==> src/rtl/uart_cmd_assembler_pkg.sv <==
// Shared types and constants for the UART command assembler.
// Frame length follows UART_CMD_CHECKSUM_EN (4 nibbles when defined, otherwise 3).
package uart_pkg;

    localparam int CLKS_PER_BIT = 5208;
    localparam int NIB_W        = 4;

`ifdef UART_CMD_CHECKSUM_EN
    localparam int FRAME_NIBS = 4;
`else
    localparam int FRAME_NIBS = 3;
`endif

    typedef enum logic [1:0] {
        IDLE   = 2'd0,
        GOT_OP = 2'd1,
        GOT_A  = 2'd2,
        GOT_B  = 2'd3
    } asm_state_t;

    // Checksum nibble carried as the last nibble of a checked frame.
    function automatic logic [NIB_W-1:0] chk_nib(input logic [NIB_W-1:0] op,
                                                 input logic [NIB_W-1:0] a,
                                                 input logic [NIB_W-1:0] b);
        return op ^ a ^ b;
    endfunction

endpackage

==> src/rtl/uart_cmd_assembler_timeout_cnt.sv <==
// Inter-nibble watchdog: counts idle clocks while enabled, flags the clock on
// which the count reaches TIMEOUT_CLKS-1 (combinational, one clock wide).
module uart_timeout_cnt #(
    parameter int TIMEOUT_CLKS = 5_000_000
) (
    input  logic clk,
    input  logic reset,
    input  logic clear,
    input  logic enable,
    output logic expired
);

    localparam int CW = (TIMEOUT_CLKS > 2) ? $clog2(TIMEOUT_CLKS) : 1;
    localparam logic [CW-1:0] LAST = CW'(TIMEOUT_CLKS - 1);

    logic [CW-1:0] cnt;

    always_ff @(posedge clk) begin
        if (reset) begin
            cnt <= '0;
        end else if (clear) begin
            cnt <= '0;
        end else if (enable && (cnt != LAST)) begin
            cnt <= cnt + CW'(1);
        end
    end

    // A clear in the same clock (new nibble) always beats expiry.
    assign expired = enable && !clear && (cnt == LAST);

endmodule

==> src/rtl/uart_cmd_assembler.sv <==
// Assembles UART nibbles into op/A/B command frames with a one-deep holding register.
// UART_CMD_CHECKSUM_EN adds a fourth checksum nibble (op^a^b) and the err_chk pulse.
module uart_cmd_assembler
    import uart_pkg::*;
#(
    parameter int TIMEOUT_CLKS = 5_000_000,
    parameter int CNT_W        = 8
) (
    input  logic             clk,
    input  logic             reset,
    input  logic [NIB_W-1:0] nib_data,
    input  logic             nib_valid,
    output logic [NIB_W-1:0] cmd_op,
    output logic [NIB_W-1:0] cmd_a,
    output logic [NIB_W-1:0] cmd_b,
    output logic             cmd_valid,
    input  logic             cmd_ready,
    output logic             err_chk,
    output logic             err_timeout,
    output logic             err_overflow,
    output logic [CNT_W-1:0] frame_count
);

    // Output handshake: a frame transfers on any clock where cmd_valid && cmd_ready;
    // while cmd_valid && !cmd_ready the held frame and cmd_valid do not change.

    asm_state_t       state, state_next;
    logic [NIB_W-1:0] op_q, a_q;
    logic [NIB_W-1:0] fin_b;
    logic             complete, chk_ok, expired, load;

`ifdef UART_CMD_CHECKSUM_EN
    logic [NIB_W-1:0] b_q;
    assign fin_b = b_q;
`else
    assign fin_b = nib_data;
`endif

    uart_timeout_cnt #(
        .TIMEOUT_CLKS(TIMEOUT_CLKS)
    ) u_timeout (
        .clk    (clk),
        .reset  (reset),
        .clear  (nib_valid || (state == IDLE)),
        .enable (state != IDLE),
        .expired(expired)
    );

    always_ff @(posedge clk) begin
        if (reset) begin
            state <= IDLE;
        end else begin
            state <= state_next;
        end
    end

    always_comb begin
        state_next = state;
        complete   = 1'b0;
        chk_ok     = 1'b1;
        case (state)
            IDLE: begin
                if (nib_valid) state_next = GOT_OP;
            end
            GOT_OP: begin
                if (nib_valid)    state_next = GOT_A;
                else if (expired) state_next = IDLE;
            end
            GOT_A: begin
                if (nib_valid) begin
`ifdef UART_CMD_CHECKSUM_EN
                    state_next = GOT_B;
`else
                    state_next = IDLE;
                    complete   = 1'b1;
`endif
                end else if (expired) begin
                    state_next = IDLE;
                end
            end
            GOT_B: begin
`ifdef UART_CMD_CHECKSUM_EN
                if (nib_valid) begin
                    state_next = IDLE;
                    complete   = 1'b1;
                    chk_ok     = (nib_data == chk_nib(op_q, a_q, b_q));
                end else if (expired) begin
                    state_next = IDLE;
                end
`else
                state_next = IDLE;
`endif
            end
            default: state_next = IDLE;
        endcase
    end

    assign load = complete && chk_ok && (!cmd_valid || cmd_ready);

    always_ff @(posedge clk) begin
        if (reset) begin
            op_q         <= '0;
            a_q          <= '0;
`ifdef UART_CMD_CHECKSUM_EN
            b_q          <= '0;
`endif
            cmd_op       <= '0;
            cmd_a        <= '0;
            cmd_b        <= '0;
            cmd_valid    <= 1'b0;
            err_timeout  <= 1'b0;
            err_overflow <= 1'b0;
            frame_count  <= '0;
        end else begin
            if (nib_valid) begin
                case (state)
                    IDLE:   op_q <= nib_data;
                    GOT_OP: a_q  <= nib_data;
`ifdef UART_CMD_CHECKSUM_EN
                    GOT_A:  b_q  <= nib_data;
`endif
                    default: ;
                endcase
            end
            err_timeout  <= expired;
            err_overflow <= complete && chk_ok && !load;
            if (load) begin
                cmd_op      <= op_q;
                cmd_a       <= a_q;
                cmd_b       <= fin_b;
                cmd_valid   <= 1'b1;
                frame_count <= frame_count + CNT_W'(1);
            end else if (cmd_valid && cmd_ready) begin
                cmd_valid <= 1'b0;
            end
        end
    end

`ifdef UART_CMD_CHECKSUM_EN
    always_ff @(posedge clk) begin
        if (reset) begin
            err_chk <= 1'b0;
        end else begin
            err_chk <= complete && !chk_ok;
        end
    end
`else
    assign err_chk = 1'b0;
`endif

endmodule

==> config.mk <==
export PLATFORM = sky130hd
export DESIGN_NAME = uart_cmd_assembler
export DESIGN_NICKNAME = d
export VERILOG_FILES = /design/src/rtl/uart_cmd_assembler_pkg.sv /design/src/rtl/uart_cmd_assembler_timeout_cnt.sv /design/src/rtl/uart_cmd_assembler.sv
export SDC_FILE = /design/constraint.sdc
export NUM_CORES = 1
export LEC_CHECK = 0
export CAP_MARGIN = 20
export CELL_PAD_IN_SITES_DETAIL_PLACEMENT = 1
export CELL_PAD_IN_SITES_GLOBAL_PLACEMENT = 2
export CORE_UTILIZATION = 32
export CTS_CLUSTER_DIAMETER = 40
export DETAILED_ROUTE_END_ITERATION = 10
export GPL_ROUTABILITY_DRIVEN = 0
export PLACE_DENSITY_LB_ADDON = 0.3
export SYNTH_ARGS = -nofsm -noshare
export SYNTH_HDL_FRONTEND = slang
export SYNTH_SLANG_ARGS = --single-unit
==> constraint.sdc <==
create_clock -name clk -period 2.2 [get_ports clk]
set_input_delay 0.33 -clock clk [delete_from_list [all_inputs] [get_ports clk]]
set_output_delay 0.33 -clock clk [all_outputs]
set_load 0.01 [all_outputs]
Yosys cells after proc, flatten, opt, wreduce, memory -nomap -nowiden --
Index checks and enable logic that the tools add are counted.
Storage, ports and cells: output and inout bits 24, logic and storage cells 45, input port bits 8, register bits 56
Cells by class: equal/unequal tests 6, $add $sub $neg 2, multiplexer cells 9, reduce and logical (&&, ||, !) cells 17
Operator list (count):
- $add A23 B1 Y23 const B | 1
- $eq A23 B23 Y1 const B | 1
- $ne A23 B23 Y1 const B | 1
- $add A8 B1 Y8 const B | 1
- $mux W2 | 4
- $pmux W2 S4 | 1
- $logic_and A1 B1 Y1 | 6
- $eq A2 B2 Y1 const B | 2
- $mux W1 | 4
- $reduce_and A2 Y1 | 2
- $reduce_bool A2 Y1 | 2
- $logic_not A1 Y1 | 3
- $eq A2 B1 Y1 const B | 1
- $logic_not A2 Y1 | 1
- $logic_or A1 B1 Y1 | 2
- $ne A2 B2 Y1 const B | 1
- $reduce_or A2 Y1 | 1

Depth between registers and ports, before layout --
Gate-level depths: netlist of run 1.
depth after elaboration 8, mapped depth 7, gate-level depth less buffers 5

Hierarchy --
Synthesis of run 1 repeated with hierarchy kept, for this count alone.
Unflattened totals: cells, all modules 275, area total of the unflattened synthesis 2403.6 um^2
Modules (own cells, without submodules):
- uart_cmd_assembler | sequential area each 660.6 um^2, instances 1, cells an instance 141, area each 1247.4 um^2
- uart_timeout_cnt | sequential area each 460.4 um^2, instances 1, cells an instance 134, area each 1156.1 um^2

Worst setup path after synthesis of run 1 --
No wires, ideal clock.
kind reg2reg, start point register u_timeout.cnt[0], end point register u_timeout.cnt[18], clock period less this slack 1.915 ns, buffers on the path 1, setup time 0.071 ns, required time 2.129 ns, path slack 0.285 ns, data arrival time 1.845 ns, cell stages (with the launch flop) 7, path through dfxtp_1 -> ha_1 -> o2111ai_2 -> or3_1 -> buf_2 -> or4_1 -> a21oi_1
On the way: word-level cells in the longest chain between the ends 2, elaborated cells between the ends (all ways) 3, classes of those cells 1 x add/sub; 1 x eq/ne; 1 x reduce/logical
RTL lines:
- start, declared | RTL line uart_cmd_assembler_timeout_cnt.sv:16 | logic [CW-1:0] cnt;
- start signal, assigned | RTL line uart_cmd_assembler_timeout_cnt.sv:24 | cnt <= cnt + CW'(1);
- parallel branches: the longest is 2 deep, another holds $add A23 B1 Y23
Parallel ways; which one is timed is not known. A chain may end at the register's enable or synchronous reset.

Worst setup path after layout of run 1 --
start point register u_timeout.cnt[1], end point register u_timeout.cnt[9]
Same word-level chain as after synthesis.

==> results of run 1 <==
-- final timing paths --
| kind | from | to |
|---|---|---|
| hold / removal | a_q[2] | cmd_a[2] |
| hold reg to reg | a_q[2] | cmd_a[2] |
| setup / recovery | u_timeout.cnt[1] | u_timeout.cnt[9] |
| setup reg to reg | u_timeout.cnt[1] | u_timeout.cnt[9] |
-- synth_stat cells, types with 2 or more instances --
| cell type | number | area [um^2] |
|---|---|---|
| nor2_1 | 18 | 67.6 |
| nand2b_1 | 8 | 50.1 |
| a21oi_1 | 36 | 180 |
| buf_1 | 2 | 7.51 |
| nor3b_1 | 3 | 22.5 |
| o21ai_0 | 12 | 60.1 |
| nand3_1 | 12 | 60.1 |
| and3_1 | 5 | 31.3 |
| nor4_1 | 5 | 31.3 |
| buf_2 | 2 | 10.0 |
| nor2b_1 | 4 | 25.0 |
| o31ai_1 | 7 | 52.6 |
| clkbuf_1 | 12 | 45.0 |
| mux2i_1 | 9 | 90.1 |
| nand3b_1 | 2 | 15.0 |
| nand4_1 | 4 | 25.0 |
| dfxtp_1 | 56 | 1120 |
| nand2_1 | 46 | 173 |
| ha_1 | 2 | 25.0 |
| or4_1 | 9 | 67.6 |
| inv_1 | 2 | 7.51 |
| nor4b_1 | 4 | 35.0 |
| mux2_2 | 2 | 22.5 |
| nor3_1 | 5 | 25.0 |
| or3_1 | 7 | 43.8 |
| xnor2_1 | 9 | 78.8 |
-- sequential cells by signal (all words and copies together) (netlist names) --
| signal | cells |
|---|---|
| a_q | 4 |
| cmd_a | 4 |
| cmd_b | 4 |
| cmd_op | 4 |
| cmd_valid | 1 |
| err_overflow | 1 |
| err_timeout | 1 |
| frame_count | 8 |
| op_q | 4 |
| state | 2 |
| u_timeout.cnt | 23 |
-- metrics by stage --
stage,cells,setup WS (ns),power (mW)
3_3_place_gp,418,0.214,1.16
6_report,426,0.217,1.83
2_1_floorplan,292,0.285,1.11
5_1_grt,426,0.0607,1.92
4_1_cts,426,0.166,1.86
3_5_place_dp,418,0.196,1.16
-- timing repair --
| action | in CTS | in global routing |
|---|---|---|
| hold buffers | 0 | 0 |
| gates resized for setup | 0 | 1 |
| endpoints found under the setup margin | 0 | 2 |
-- power groups by stage --
stage | combinational, mW | clock [mW] | sequential [mW]
after floorplan | 0.0576 | 0 | 1.06
after global placement | 0.0971 | 0 | 1.06
after detailed placement | 0.0985 | 0 | 1.06
after CTS | 0.0991 | 0.722 | 1.04
after global routing | 0.108 | 0.771 | 1.04
final | 0.0972 | 0.696 | 1.04
-- placed cells by master, fill, tap and decap left out --
master / netlist / layout
or3_4: 0 / 1
mux2_2: 2 / 2
o2111ai_2: 1 / 1
and4_1: 1 / 1
clkbuf_1: 12 / 1
nor3b_1: 3 / 3
nor2b_1: 4 / 4
nand2b_1: 8 / 8
ha_1: 2 / 2
o211ai_1: 1 / 1
dfxtp_1: 56 / 56
nand4_1: 4 / 4
nand3b_1: 2 / 2
nor3_1: 5 / 5
mux2i_1: 9 / 9
inv_1: 2 / 2
or3_1: 7 / 6
xnor2_1: 9 / 9
a21oi_1: 36 / 36
conb_1: 1 / 1
nor4b_1: 4 / 4
nand2_1: 46 / 46
nand4b_1: 1 / 1
or4_1: 9 / 9
clkdlybuf4s50_1: 0 / 30
nor4_1: 5 / 5
o31ai_1: 7 / 7
clkbuf_8: 0 / 5
inv_6: 0 / 1
a211oi_1: 1 / 1
nor2_1: 18 / 18
nand3_1: 12 / 12
a2111o_1: 1 / 1
and3_1: 5 / 5
buf_4: 1 / 15
o21ai_0: 12 / 12
bufinv_16: 0 / 1
-- layout make-up --
cell class,count,share of cell area [%]
clock buffer,6,2.40
clock inverter,2,1.28
inverter,2,0.248
multi-input combinational,216,41.3
sequential,56,37.1
tap,99,4.09
timing repair buffer,45,13.6
-- worst reg2reg max path: cells and delay by family, from the launching register on --
| kind | cells | cell delay (ns) |
|---|---|---|
| muxes | 1 | 0.20 |
| adders and majority gates | 1 | 0.22 |
| AOI/OAI and AO/OA | 1 | 0.29 |
| and+or+nand+nor | 2 | 0.81 |
| DFF | 1 | 0.40 |
-- cells by family (layout without fill, tap and decap cells) --
kind of cell | count (synthesis) | after routing | synth area share, %
multiplexers | 11 | 11 | 4.60
flip-flops | 56 | 56 | 45.8
XOR/XNOR | 9 | 9 | 3.22
buffers and inverters | 20 | 55 | 3.37
AO/OA/AOI/OAI | 59 | 59 | 13.7
AND/OR/NAND/NOR | 134 | 134 | 28.2
adder cells (fa/ha/maj) | 2 | 2 | 1.02
other | 1 | 1 | 0.153
-- metal layers --
layer	up-vias	GRT usage [%]	part of all wire (%)
met5	-	0	0
met4	0	4.33	0.57
met3	5	3.23	2.7
met2	27	29.3	49
met1	1034	19.3	47
li1	1105	-	-
==> results.json, run 1 <==
{
  "critical_path.top_delay_family": "simple AND/OR/NAND/NOR gates",
  "fin_crit_ns": 1.98,
  "first_pass_iters": 3,
  "hold_path_depth": 2,
  "critPathLaunchType": "flip-flop",
  "reg2reg_depth": 5,
  "cp.required_ns": 2.45,
  "antenna_found_initial": 0,
  "seq_power_share_pct": 56.6,
  "slowest_stage": "or4_1",
  "htreeDepth": 2,
  "io_buffers": 30,
  "final_util_pct": 41.3,
  "cts_tree": "yes",
  "post_cts_buffers": 0,
  "seq_area_um2": 1120,
  "power_density_nw_per_um2": 604,
  "internal_power_mw": 1.41,
  "synthArstFlopShare_pct": 0,
  "tightest_slew_ns": 0.497,
  "grt_pass1_vias": 2169,
  "worst_ep_arrival_time_ns": 2.23,
  "die_w_um": 89.5,
  "leakagePower_nw": 0.974,
  "setup.worst_path.end_class": "flip-flop",
  "dieHeight_um": 89.5,
  "antennaDiodeCount": 0,
  "clk_pin_slew_ns": 0.10,
  "finalSetupViolCount": 0,
  "drc": 0,
  "cts_root_buffer": "clkbuf_8",
  "fmax_mhz": 504,
  "wire_per_inst_um": 13.9,
  "worstPathCellList": "ha_1 -> nand3_1 -> or4_1 -> o21ai_0 -> mux2i_1",
  "rows": 31,
  "yosys_warnings": 0,
  "nFillCells": 886,
  "layout-drive-gt1-share_pct": 7.95,
  "min_path_type": "reg2reg",
  "grt_max_degree": 21,
  "area_growth_syn_to_layout_pct": 23.6,
  "p_switching_mw": 0.416,
  "core-area_um2": 7330,
  "min_period_over_period_pct": 90.1,
  "worstPathMaxFanout": 7,
  "overflow": 0,
  "clock_latency_ns": 0.31,
  "nets": 336,
  "synth.cell_area_um2": 2450,
  "hpwl_um": 4330,
  "cp_num_cells": 5,
  "ys_seq_area_share_pct": 45.8,
  "synth_top_flop_cell": "dfxtp_1",
  "multi_input_area_um2": 1250,
  "wirelength_um": 5930,
  "syn_inst": 292,
  "cts.sinks": 56,
  "yosys_register_bits": 56,
  "die-area_um2": 8000,
  "finalSetupTns_ns": 0,
  "start_util_pct": 33.4,
  "timing.final.hold_violations": 0,
  "syn_nets": 302,
  "clock_skew_ns": 0.00607,
  "max_slew_margin_pct": 66.4,
  "ir_worst_vdd_mv": 0.234,
  "p_sw_share_pct": 22.8,
  "worst-path-buf-inv": 0,
  "synth_edf_count": 0,
  "cts_max_path_buffers": 2,
  "ys_types": 35,
  "viasPerCell": 5.10,
  "regToRegSetupSlack_ns": 0.22,
  "grtUsageTotal_pct": 16.1,
  "drtIter0Drc": 36,
  "power_frac_comb_pct": 5.3,
  "drv_cap": 0,
  "cts-buffers-inserted": 5,
  "num_vias": 2171,
  "path_class": "reg2reg",
  "final_area_um2": 3030,
  "grt_setup_unrepaired": "false",
  "slowest_delay_ns": 0.66,
  "grt_pass1_wl_um": 10000,
  "outcome": "finished clean",
  "clkPwrFrac_pct": 38.1,
  "io_pins": 32,
  "slew_violations": 0,
  "ant_nets": 0,
  "dpl_cell_area_um2": 2910,
  "timing.hold.ws_ns": 0.454,
  "synth.avg_cell_area_um2": 8.38
}
(Power assumes the default switching activity.)
==> inputs of run 2 (changes only) <==
--- a/config.mk
+++ b/config.mk
@@ -15,4 +15,5 @@
 export PLACE_DENSITY_LB_ADDON = 0.3
 export SYNTH_ARGS = -nofsm -noshare
 export SYNTH_HDL_FRONTEND = slang
+export SYNTH_HIERARCHICAL = 1
 export SYNTH_SLANG_ARGS = --single-unit
==> run 2 against run 1 <==
Sequential power about the same. Critical path type unchanged. Design area down 1.2%. Sequential cell count unchanged. Core utilization down 0.059 points. Maximum frequency up 3.9%. Hold slack better by 0.0044 ns. Combinational power up 4%. Largest cell class unchanged. Highest routed layer unchanged. First-iteration DRC count rose to 2.7 times the previous value. Wire length down 4.7%.
==> results.json, run 2 <==
{
  "outcome": "finished clean",
  "clock_latency_ns": 0.31,
  "ys_seq_area_share_pct": 46.6,
  "synthArstFlopShare_pct": 0,
  "hpwl_um": 4170,
  "cts_tree": "yes",
  "final_common_cell": "dfxtp_1",
  "antenna_found_initial": 0,
  "busiest_layer": "met2",
  "grt_pass1_vias": 1955,
  "cts_max_path_buffers": 2,
  "timing.final.hold_violations": 0,
  "grt_pass1_wl_um": 9580,
  "min_period_over_period_pct": 86.8,
  "layout-drive-gt1-share_pct": 10.2,
  "drv_cap": 0,
  "slew_violations": 0,
  "cts_root_buffer": "clkbuf_8",
  "globalRouteMet1Util_pct": 22.8,
  "dpl_cell_area_um2": 2870,
  "antennaDiodeCount": 0,
  "die_w_um": 88.7,
  "synth_top_area_share_pct": 46.6,
  "htreeDepth": 2,
  "grtUsageTotal_pct": 15.7,
  "wirelength_um": 5660,
  "leakagePower_nw": 1.01,
  "met3_usage_pct": 3.73,
  "fmax_mhz": 524,
  "critPathLaunchType": "flip-flop",
  "start_util_pct": 33.1,
  "syn_nets": 285,
  "clock_skew_ns": 0.0122,
  "drtIter0Drc": 96,
  "ys_types": 45,
  "yosys_warnings": 6,
  "synth.cell_area_um2": 2400,
  "fin_crit_ns": 1.91,
  "overflow": 0,
  "die-area_um2": 7860,
  "synth_top_flop_cell": "dfxtp_1",
  "finalSetupViolCount": 0,
  "grt_setup_unrepaired": "false",
  "synth_edf_count": 0,
  "post_cts_buffers": 0,
  "final_area_um2": 2990,
  "worstPathMaxFanout": 6,
  "cts-buffers-inserted": 5,
  "nFillCells": 862,
  "rows": 31,
  "yosys_register_bits": 56,
  "yosysMostFrequentCell": "dfxtp_1",
  "clk_pin_slew_ns": 0.11,
  "io_buffers": 30,
  "synth_area_leader_cell": "dfxtp_1",
  "power_density_nw_per_um2": 612,
  "finalSetupTns_ns": 0,
  "path_class": "reg2reg",
  "wire_per_inst_um": 13.7,
  "setup.worst_path.end_class": "flip-flop",
  "num_vias": 2013,
  "nets": 324,
  "drc": 0,
  "largestRegisters": "u_timeout/cnt: 23 flops, frame_count: 8 flops",
  "first_pass_iters": 4,
  "area_growth_syn_to_layout_pct": 24.4,
  "largest_reg_flops": 23,
  "final_cell_mix": "dfxtp_1, nand2_1, nor2_1",
  "cp.required_ns": 2.44,
  "worst_ep_arrival_time_ns": 2.15,
  "ys_top_cells_by_count": "dfxtp_1, nand2_1, nor2_1, a21oi_1, xnor2_1",
  "syn_inst": 275,
  "cts_hold_buf": 0,
  "postCtsResizedCells": 0,
  "ant_nets": 0,
  "ir_worst_vdd_mv": 0.234,
  "dieHeight_um": 88.7,
  "min_path_type": "reg2reg",
  "grt_max_degree": 35,
  "netlist_top_cells_area": "dfxtp_1, nand2_1, xnor2_1, nor2_1, a21oi_1",
  "cts.sinks": 56,
  "io_pins": 32,
  "viasPerCell": 4.86,
  "core-area_um2": 7250,
  "gr-usage-met2_pct": 23.1,
  "synth.avg_cell_area_um2": 8.74,
  "regMostFlops": "u_timeout/cnt"
}
-- run 2: kinds of logic after synthesis --
family,after synthesis,share of synthesized area (%)
and+or+nand+nor,139,29.5
DFF,56,46.6
AOI/OAI and AO/OA,30,7.44
xor gates and xnor gates,24,9.06
buffers and inverters,14,2.45
muxes,9,3.75
adders and majority gates,2,1.04
other,1,0.156
-- run 2: path summary, 6_finish.rpt --
path / slack [ns] / cells past startpoint / start / endpoint
hold / removal: 0.46 / 2 / a_q[1] / cmd_a[1]
setup reg to reg: 0.29 / 7 / state[1] / u_timeout/cnt[16]
setup / recovery: 0.29 / 7 / state[1] / u_timeout/cnt[16]
hold reg to reg: 0.46 / 2 / a_q[1] / cmd_a[1]
-- run 2: area by class of cell --
type	count	area, um^2	area share, %
Multi-Input combinational cell	205	1220	40.9
Sequential cell	56	1120	37.5
Timing Repair Buffer	42	390	13.1
Tap cell	99	124	4.14
Clock buffer	5	68.8	2.30
Clock inverter	3	46.3	1.55
Inverter	4	15.0	0.502
-- run 2: critical path: stages, from the launching register on --
cell,delay [ns]
dfxtp_1,0.42
or2_2,0.15
and3_1,0.24
nand4_1,0.24
buf_4,0.22
nor3_1,0.21
xor2_1,0.18
and3_1,0.19
-- run 2: through the flow --
stage	hold slack [ns]	utilization [%]	cells	setup slack, ns	power [mW]
after floorplan	0.431	-	275	0.382	1.12
after global placement	0.443	39.6	406	0.244	1.16
after detailed placement	0.449	39.6	406	0.224	1.16
after CTS	0.468	41.2	414	0.276	1.86
after global routing	0.487	41.2	414	0.0762	1.92
final	0.458	41.2	414	0.291	1.83
-- run 2: power by group --
part | leakage (nW) | internal (mW) | switching (mW)
logic | 0.494 | 0.0462 | 0.0545
clock network | 0.0600 | 0.346 | 0.349
registers | 0.452 | 1.03 | 0.00880
total | 1.01 | 1.42 | 0.412
-- run 2: metal layers --
layer / up-vias / wire length, um
li1: 1012 / -
met1: 975 / 3030
met2: 24 / 2430
met3: 2 / 158
met4: 0 / 40
met5: - / 0
==> inputs of run 3 (changes only) <==
--- a/config.mk
+++ b/config.mk
@@ -8,6 +8,7 @@
 export CAP_MARGIN = 20
 export CELL_PAD_IN_SITES_DETAIL_PLACEMENT = 1
 export CELL_PAD_IN_SITES_GLOBAL_PLACEMENT = 2
+export CORE_MARGIN = 2
 export CORE_UTILIZATION = 32
 export CTS_CLUSTER_DIAMETER = 40
 export DETAILED_ROUTE_END_ITERATION = 10
==> run 3 against run 2 <==
Maximum frequency is 0.56% higher. Sequential power hardly changed. Critical path type unchanged. Largest cell class unchanged. Critical path depth stayed put. Largest power group unchanged.
==> results.json, run 3 (same netlist as run 2, synthesis figures left out) <==
{
  "outcome": "finished clean",
  "final_cell_mix": "dfxtp_1, nand2_1, nor2_1",
  "largestRegisters": "u_timeout/cnt: 23 flops, frame_count: 8 flops",
  "ant_nets": 0,
  "slowest_delay_ns": 0.47,
  "die_w_um": 90.7,
  "nets": 321,
  "hold_path_startpoint": "a_q[3]",
  "antenna_found_initial": 0,
  "layout-drive-gt1-share_pct": 9.29,
  "cts_root_buffer": "clkbuf_8",
  "dieHeight_um": 90.7,
  "core-area_um2": 7250,
  "leakagePower_nw": 0.975,
  "path_class": "reg2reg",
  "cts.sinks": 56,
  "cts_max_path_buffers": 2,
  "area_growth_syn_to_layout_pct": 22.4,
  "grt_pass1_wl_um": 9540,
  "power_density_nw_per_um2": 581,
  "largest_reg_flops": 23,
  "cts_tree": "yes",
  "drtIter0Drc": 89,
  "die-area_um2": 8220,
  "clock_latency_ns": 0.32,
  "final_common_cell": "dfxtp_1",
  "grt_setup_unrepaired": "false",
  "holdPathEnd": "cmd_a[3]",
  "overflow": 0,
  "grt_pass1_vias": 1987,
  "ir_worst_vdd_mv": 0.322,
  "num_vias": 1979,
  "final_area_um2": 2940,
  "final_util_pct": 40.6,
  "finalSetupTns_ns": 0,
  "worst_ep_arrival_time_ns": 2.15,
  "min_path_type": "reg2reg",
  "worstPathCellList": "ha_1 -> nand4_1 -> nor4_4 -> buf_4 -> a21bo_4 -> or3_2 -> a21oi_2",
  "io_pins": 32,
  "antennaDiodeCount": 0,
  "fmax_mhz": 527,
  "cts-buffers-inserted": 5,
  "slowest_stage": "or3_2",
  "timing.hold.ws_ns": 0.459,
  "clock_skew_ns": 0.0154,
  "wirelength_um": 5500,
  "worst-path-buf-inv": 1,
  "fin_ws_ns": 0.302,
  "regMostFlops": "u_timeout/cnt",
  "cts_hold_buf": 0,
  "start_util_pct": 33.1,
  "post-place-ws_ns": 0.232,
  "worstPathMaxFanout": 7,
  "timing.final.hold_violations": 0,
  "reg2reg_depth": 7,
  "drc": 0,
  "critPathLaunchType": "flip-flop",
  "htreeDepth": 2,
  "io_buffers": 30,
  "dpl_cell_area_um2": 2850,
  "grtUsageTotal_pct": 14.3,
  "r2r-start": "u_timeout/cnt[0]",
  "critical_path.top_delay_family": "simple AND/OR/NAND/NOR gates",
  "grt_max_degree": 35,
  "r2r-end": "u_timeout/cnt[5]",
  "hpwl_um": 4020,
  "postCtsResizedCells": 0,
  "min_period_over_period_pct": 86.3,
  "slew_violations": 0,
  "viasPerCell": 4.82,
  "post_cts_buffers": 0,
  "fin_crit_ns": 1.90,
  "hold_path_depth": 2,
  "finalSetupViolCount": 0,
  "cp.required_ns": 2.46,
  "clk_pin_slew_ns": 0.10,
  "first_pass_iters": 4,
  "wire_per_inst_um": 13.4,
  "drv_cap": 0,
  "setup.worst_path.end_class": "flip-flop",
  "regToRegSetupSlack_ns": 0.30,
  "rows": 31
}
==> run 3: cell count changes in the layout (fill, tap and decap cells not counted) <==
cell / previous run / this run
clkinvlp_4: 0 / 1
bufinv_16: 1 / 0
inv_6: 0 / 1
buf_4: 12 / 9
inv_8: 1 / 0
==> run 3: metrics by stage <==
stage               instances  total power, mW
floorplan                 275             1.12
global route              411             1.79
detailed placement        403             1.16
CTS                       411             1.75
global placement          403             1.16
finish                    411             1.71
==> run 3: area by class of cell <==
type                       instances  area, um^2
sequential                        56        1120
timing repair buffer              39         368
clock inverter                     3        21.3
clock buffer                       5        68.8
multi-input combinational        205        1220
tap                               99         124
fill                             871        4310
inverter                           4        15.0
==> run 3: how the worst max path moves through the flow <==
stage	slack (ns)	endpoint	cells after the start	start
finish	0.30	u_timeout/cnt[5]	7	u_timeout/cnt[0]
detailed placement	0.23	u_timeout/cnt[3]	6	nib_valid
global placement	0.24	u_timeout/cnt[3]	6	nib_valid
CTS	0.30	u_timeout/cnt[5]	7	u_timeout/cnt[0]
floorplan	0.38	state[0]	7	u_timeout/cnt[12]
global route	0.13	u_timeout/cnt[13]	5	state[0]
==> run 3: routing by layer <==
metal | up-vias | wire (um) | GRT usage (%)
met4 | 0 | 76 | 4.62
met5 | - | 0 | 0
met2 | 21 | 2540 | 22.9
met1 | 946 | 2730 | 18.8
met3 | 7 | 159 | 3.34
li1 | 1005 | - | -
==> run 3: worst reg2reg max path, cell delays in order (launching register included) <==
cell,delay (ns)
dfxtp_1,0.38
ha_1,0.24
nand4_1,0.14
nor4_4,0.07
buf_4,0.16
a21bo_4,0.25
or3_2,0.47
a21oi_2,0.14
==> run 3: power by group <==
group	internal, mW	switching [mW]	total, mW
clock network	0.227	0.351	0.578
registers	1.03	0.00910	1.03
logic	0.0443	0.0532	0.0975
total	1.30	0.413	1.71
